`config.mk`:
```
export PLATFORM = sky130hd
export DESIGN_NAME = stream_arb2
export DESIGN_NICKNAME = d
export VERILOG_FILES = /design/src/rtl/stream_arb2.sv
export SDC_FILE = /design/constraint.sdc
export NUM_CORES = 1
export LEC_CHECK = 0
export CELL_PAD_IN_SITES_DETAIL_PLACEMENT = 0
export CELL_PAD_IN_SITES_GLOBAL_PLACEMENT = 1
export CORE_ASPECT_RATIO = 1.4
export CORE_MARGIN = 4
export CORE_UTILIZATION = 32
export DETAILED_ROUTE_END_ITERATION = 16
export PLACE_DENSITY_LB_ADDON = 0.2
export SLEW_MARGIN = 20
export SYNTH_ARGS = -nofsm -noshare
export SYNTH_HDL_FRONTEND = slang
export SYNTH_SLANG_ARGS = --single-unit
```
`constraint.sdc`:
```
create_clock -name clk -period 3.7 [get_ports clk]
set_input_delay 1.11 -clock clk [delete_from_list [all_inputs] [get_ports clk]]
set_output_delay 1.11 -clock clk [all_outputs]
set_load 0.01 [all_outputs]
```
`src/rtl/stream_arb2.sv`:
```
// rtl/stream_arb2.sv - two-requester stream arbiter with burst cap and registered output
//
// Purpose: arbitrates two valid/ready requesters onto one registered output
// stage. The current owner keeps the output for up to MAX_BURST consecutive
// beats while the other side waits, or indefinitely while the other side is
// idle. Ties with no owner alternate, starting with requester 0 after reset.
//
// Ports:
//   clk, rst_n                      clock, asynchronous active-low reset
//   in0_data/in0_data2/in0_valid    requester 0 beat (16-bit unsigned, 13-bit signed)
//   in0_ready                       requester 0 beat accepted this cycle
//   in1_*                           same for requester 1
//   out_data/out_data2/out_valid    registered output beat
//   out_ready                       sink accepts the output beat
//   out_sel                         source index of the registered beat

module stream_arb2 #(
  parameter int MAX_BURST = 4
) (
  input  logic               clk,
  input  logic               rst_n,
  input  logic [15:0]        in0_data,
  input  logic signed [12:0] in0_data2,
  input  logic               in0_valid,
  output logic               in0_ready,
  input  logic [15:0]        in1_data,
  input  logic signed [12:0] in1_data2,
  input  logic               in1_valid,
  output logic               in1_ready,
  output logic [15:0]        out_data,
  output logic signed [12:0] out_data2,
  output logic               out_valid,
  input  logic               out_ready,
  output logic               out_sel
);

  typedef enum logic [1:0] {
    IDLE = 2'd0,
    OWN0 = 2'd1,
    OWN1 = 2'd2
  } owner_e;

  localparam logic [3:0] MAX_B = 4'(MAX_BURST);

  owner_e             owner_q, owner_d;
  logic [3:0]         burst_cnt_q, burst_cnt_d;
  logic               last_q, last_d;
  logic [15:0]        out_data_q, out_data_d;
  logic signed [12:0] out_data2_q, out_data2_d;
  logic               out_valid_q, out_valid_d;
  logic               out_sel_q, out_sel_d;

  logic   gnt;
  logic   g;
  logic   below_cap;
  logic   load;
  logic   xfer;
  owner_e g_owner;

  // Grant decision uses only registered state and the two valids, so the
  // ready path never depends on payload.
  always_comb begin
    gnt       = 1'b0;
    g         = 1'b0;
    below_cap = (burst_cnt_q < MAX_B);
    if (owner_q == OWN0 && in0_valid && (below_cap || !in1_valid)) begin
      gnt = 1'b1;
      g   = 1'b0;
    end else if (owner_q == OWN1 && in1_valid && (below_cap || !in0_valid)) begin
      gnt = 1'b1;
      g   = 1'b1;
    end else if (in0_valid && !in1_valid) begin
      gnt = 1'b1;
      g   = 1'b0;
    end else if (!in0_valid && in1_valid) begin
      gnt = 1'b1;
      g   = 1'b1;
    end else if (in0_valid && in1_valid) begin
      gnt = 1'b1;
      g   = !last_q;
    end
  end

  assign load    = !out_valid_q || out_ready;
  assign xfer    = gnt && load;
  assign g_owner = g ? OWN1 : OWN0;

  // rst_n gating keeps both readies low for the whole reset window even
  // though the cleared output register makes load = 1.
  assign in0_ready = rst_n && xfer && !g;
  assign in1_ready = rst_n && xfer && g;

  always_comb begin
    owner_d     = owner_q;
    burst_cnt_d = burst_cnt_q;
    last_d      = last_q;
    out_data_d  = out_data_q;
    out_data2_d = out_data2_q;
    out_valid_d = out_valid_q;
    out_sel_d   = out_sel_q;
    if (load) begin
      if (xfer) begin
        out_data_d  = g ? in1_data : in0_data;
        out_data2_d = g ? in1_data2 : in0_data2;
        out_sel_d   = g;
        out_valid_d = 1'b1;
        last_d      = g;
        owner_d     = g_owner;
        // Continuing owner counts up; a new owner, or the cap reached with
        // the other side idle, restarts the burst at 1.
        if (owner_q == g_owner && below_cap) begin
          burst_cnt_d = burst_cnt_q + 4'd1;
        end else begin
          burst_cnt_d = 4'd1;
        end
      end else begin
        // With load = 1 any valid produces a transfer, so this is the
        // no-request case: drop the output beat and release ownership.
        out_valid_d = 1'b0;
        owner_d     = IDLE;
        burst_cnt_d = 4'd0;
      end
    end
  end

  always_ff @(posedge clk or negedge rst_n) begin
    if (!rst_n) begin
      owner_q     <= IDLE;
      burst_cnt_q <= 4'd0;
      last_q      <= 1'b1;
      out_data_q  <= 16'd0;
      out_data2_q <= 13'sd0;
      out_valid_q <= 1'b0;
      out_sel_q   <= 1'b0;
    end else begin
      owner_q     <= owner_d;
      burst_cnt_q <= burst_cnt_d;
      last_q      <= last_d;
      out_data_q  <= out_data_d;
      out_data2_q <= out_data2_d;
      out_valid_q <= out_valid_d;
      out_sel_q   <= out_sel_d;
    end
  end

  assign out_data  = out_data_q;
  assign out_data2 = out_data2_q;
  assign out_valid = out_valid_q;
  assign out_sel   = out_sel_q;

endmodule

```
==> impl_metrics.toml <==
[setup_path]
reg2reg_from = "owner_q[1]$_DFFE_PN0N_"
critPathCaptureType = "output port"
cp.arrival_ns = 2.52
r2r_end = "out_data[4]$_DFFE_PN0P_"
crit_path_end = "in1_ready"
critical_path_class = "input port to output port"
startpoint = "in0_valid"
worstPathRequired_ns = 2.59
worstPathMaxFanout = 4
reg2reg_depth = 5
startpoint_type = "input port"
rrSetupSlack_ns = 1.70

[routing]
firstDrtPassIters = 4
wirelength_mm = 6.09
routedWlPerCell_um = 15.9
drc = 0
drtIter0Drc = 66
vias_per_cell = 5.01
ant_nets = 0
vias = 1918

[power]
sequentialPowerShare_pct = 40.9
sw_frac_of_total_pct = 31.5
ir_drop_uv = 175
switchingPower_mw = 0.409
p_int_mw = 0.890
p_per_area_mw_per_mm2 = 408
p_clk_share_pct = 23.3
power_frac_comb_pct = 35.8
p_leak_nw = 1.37

[clock_network]
clockBufferDepth = 2
clk_latency_ns = 0.29
clockRootBuffer = "clkbuf_8"
clk_pin_slew_ns = 0.08
cts_buffers = 5
htreeDepth = 2
cts.sinks = 38
cts_tree = "built"

[yosys]
synth_common_cells = "nand2_1, dfrtp_1, nand4_1, o211ai_2, clkbuf_1"
seq_area_frac_synth_pct = 46.7
yosys.area_share.simple_pct = 25.8
yosysWarnings = 0
synth_adder_area_share_pct = 0.613
netlist_area_mm2 = 0.00204
synth_nets = 278
async_flop_share_pct = 100
synth_cell_types = 26
synthMuxAreaShare_pct = 0
yosysMostFrequentCell = "nand2_1"
ys.flop_type = "dfrtp_1"
yosysTopAreaCell = "dfrtp_1"
synth.area.top_cells = "dfrtp_1, o211ai_2, nand2_1, nand4_1, clkbuf_1"
synth_compound_area_share_pct = 21.8
synth-edff-count = 0
netlist_instances = 214
yosys.area_share.xor_xnor_pct = 0
ys_ff_latch = 38
synth_area_per_cell_um2 = 9.54
synth_top_family_by_area = "simple AND/OR/NAND/NOR gates"
yosysTopAreaCellShare_pct = 45.4

[cells_and_area]
multiInputGateArea_um2 = 991
final_util_pct = 51.3
nets = 374
area_delta_synth_final_pct = 56.2
fillers = 607
ff_latch_area_um2 = 952
diodes = 0
final_cells = 383
drive_gt1_share_pct = 18.3

[job]
drv_cap = 0

[grt]
first_global_vias = 1936
gr-usage-all-layers_pct = 16.4
grt_max_degree = 38
grt_pass1_wl_mm = 9.59
antenna_found_initial = 0
overflow = 0

[sta]
setup_viol = 0
skew_ns = 0.00340
fin_crit_sh_pct = 98.2
hold_viol_final = 0
timing.final.crit_period_ns = 3.63
maxSlewViolCount = 0
worst_pin_slew_ns = 0.721
fmax_mhz = 275
relSlewSlack_pct = 51.9

[die]
die-area_mm2 = 0.00774
initial_core_util_pct = 32.9
core_area_mm2 = 0.00621
rows = 34
io_pins = 96
chipWidth_um = 75.5
die_h_um = 102

[placed_design]
place_inst = 374
gp_congestion = 0.750
io_buffers = 95
dpl.hpwl_mm = 4.39

[min_path]
hp-class = "flop to flop"

[run_status]
run_status = "finished, final reports clean"
==> power by group through the flow <==
stage	combinational, mW	sequential [mW]	clock, mW
after floorplan	0.188	0.564	0
after global placement	0.469	0.539	0
after detailed placement	0.472	0.539	0
after CTS	0.472	0.533	0.316
after global routing	0.507	0.542	0.339
final	0.465	0.532	0.303
==> registers in the layout, summed over array words and instances (netlist names) <==
signal and cells:
out_data 16, out_data2 13, burst_cnt_q 4, owner_q 2, last_q 1, out_sel 1
out_valid 1
==> cell type report <==
class	count	area share, %
Timing Repair Buffer	110	33.1
Inverter	1	0.118
Tap cell	72	2.83
Sequential cell	38	29.9
Clock inverter	2	0.392
Multi-Input combinational cell	154	31.1
Clock buffer	6	2.59
==> per-layer routing <==
metal	GRT usage, %	wire (µm)	vias to the layer above
met5	0	0	-
met4	4.85	70	0
met3	3.94	341	6
met2	27.6	3160	51
met1	20.5	2510	901
li1	-	-	960
==> cells in the final DEF, fill, tap and decap left out, types with 2 or more instances in the layout <==
cell type,synthesis,final
nand2b_1,3,3
clkdlybuf4s50_1,0,92
dlygate4sd2_1,0,2
nor2_1,4,3
nor3_1,2,2
o21ai_0,4,4
o211ai_2,29,29
nand4_1,29,29
nand2_1,67,67
a32o_1,2,2
and3_1,2,2
dfrtp_1,37,37
buf_4,0,15
clkbuf_8,0,6
==> worst min path at each step <==
stage | start | endpoint | cells after the start
final | out_data[2]$_DFFE_PN0P_ | out_data[2]$_DFFE_PN0P_ | 2
after global routing | out_sel$_DFFE_PN0P_ | out_sel$_DFFE_PN0P_ | 2
after CTS | out_data[6]$_DFFE_PN0P_ | out_data[6]$_DFFE_PN0P_ | 2
after detailed placement | out_data[6]$_DFFE_PN0P_ | out_data[6]$_DFFE_PN0P_ | 2
after global placement | out_sel$_DFFE_PN0P_ | out_sel$_DFFE_PN0P_ | 2
after floorplan | burst_cnt_q[1]$_DFFE_PN0N_ | burst_cnt_q[1]$_DFFE_PN0N_ | 1
==> what timing repair did <==
action	in CTS	in global routing
hold buffers	0	0
gates cloned	0	0
setup buffers	0	1
endpoints found under the setup margin	2	1
resized for setup	2	0
==> kinds of logic (layout without fill, tap and decap cells) <==
family	count (synthesis)	count (layout)
flip-flops	38	38
buffers and inverters	22	119
AND/OR/NAND/NOR	112	112
AO/OA/AOI/OAI	41	41
adder cells (fa/ha/maj)	1	1
==> critical path, stage by stage <==
cell and delay [ns]:
clkdlybuf4s50_1 0.51, inv_1 0.07, a41o_1 0.24, and2_4 0.17, and3_1 0.15, dlygate4sd2_1 0.28
==> metrics by stage <==
stage	TNS [ns]	power, mW	cell area (µm²)	setup WS [ns]	hold WS [ns]
6_report	0	1.30	3190	0.0672	0.489
3_3_place_gp	-0.253	1.01	3090	-0.138	0.467
2_1_floorplan	0	0.752	2040	0.441	0.467
3_5_place_dp	-0.273	1.01	3090	-0.144	0.469
5_1_grt	-0.00335	1.39	3190	-0.00335	0.502
4_1_cts	0	1.32	3180	0.0442	0.493
(Power assumes the default switching activity.)
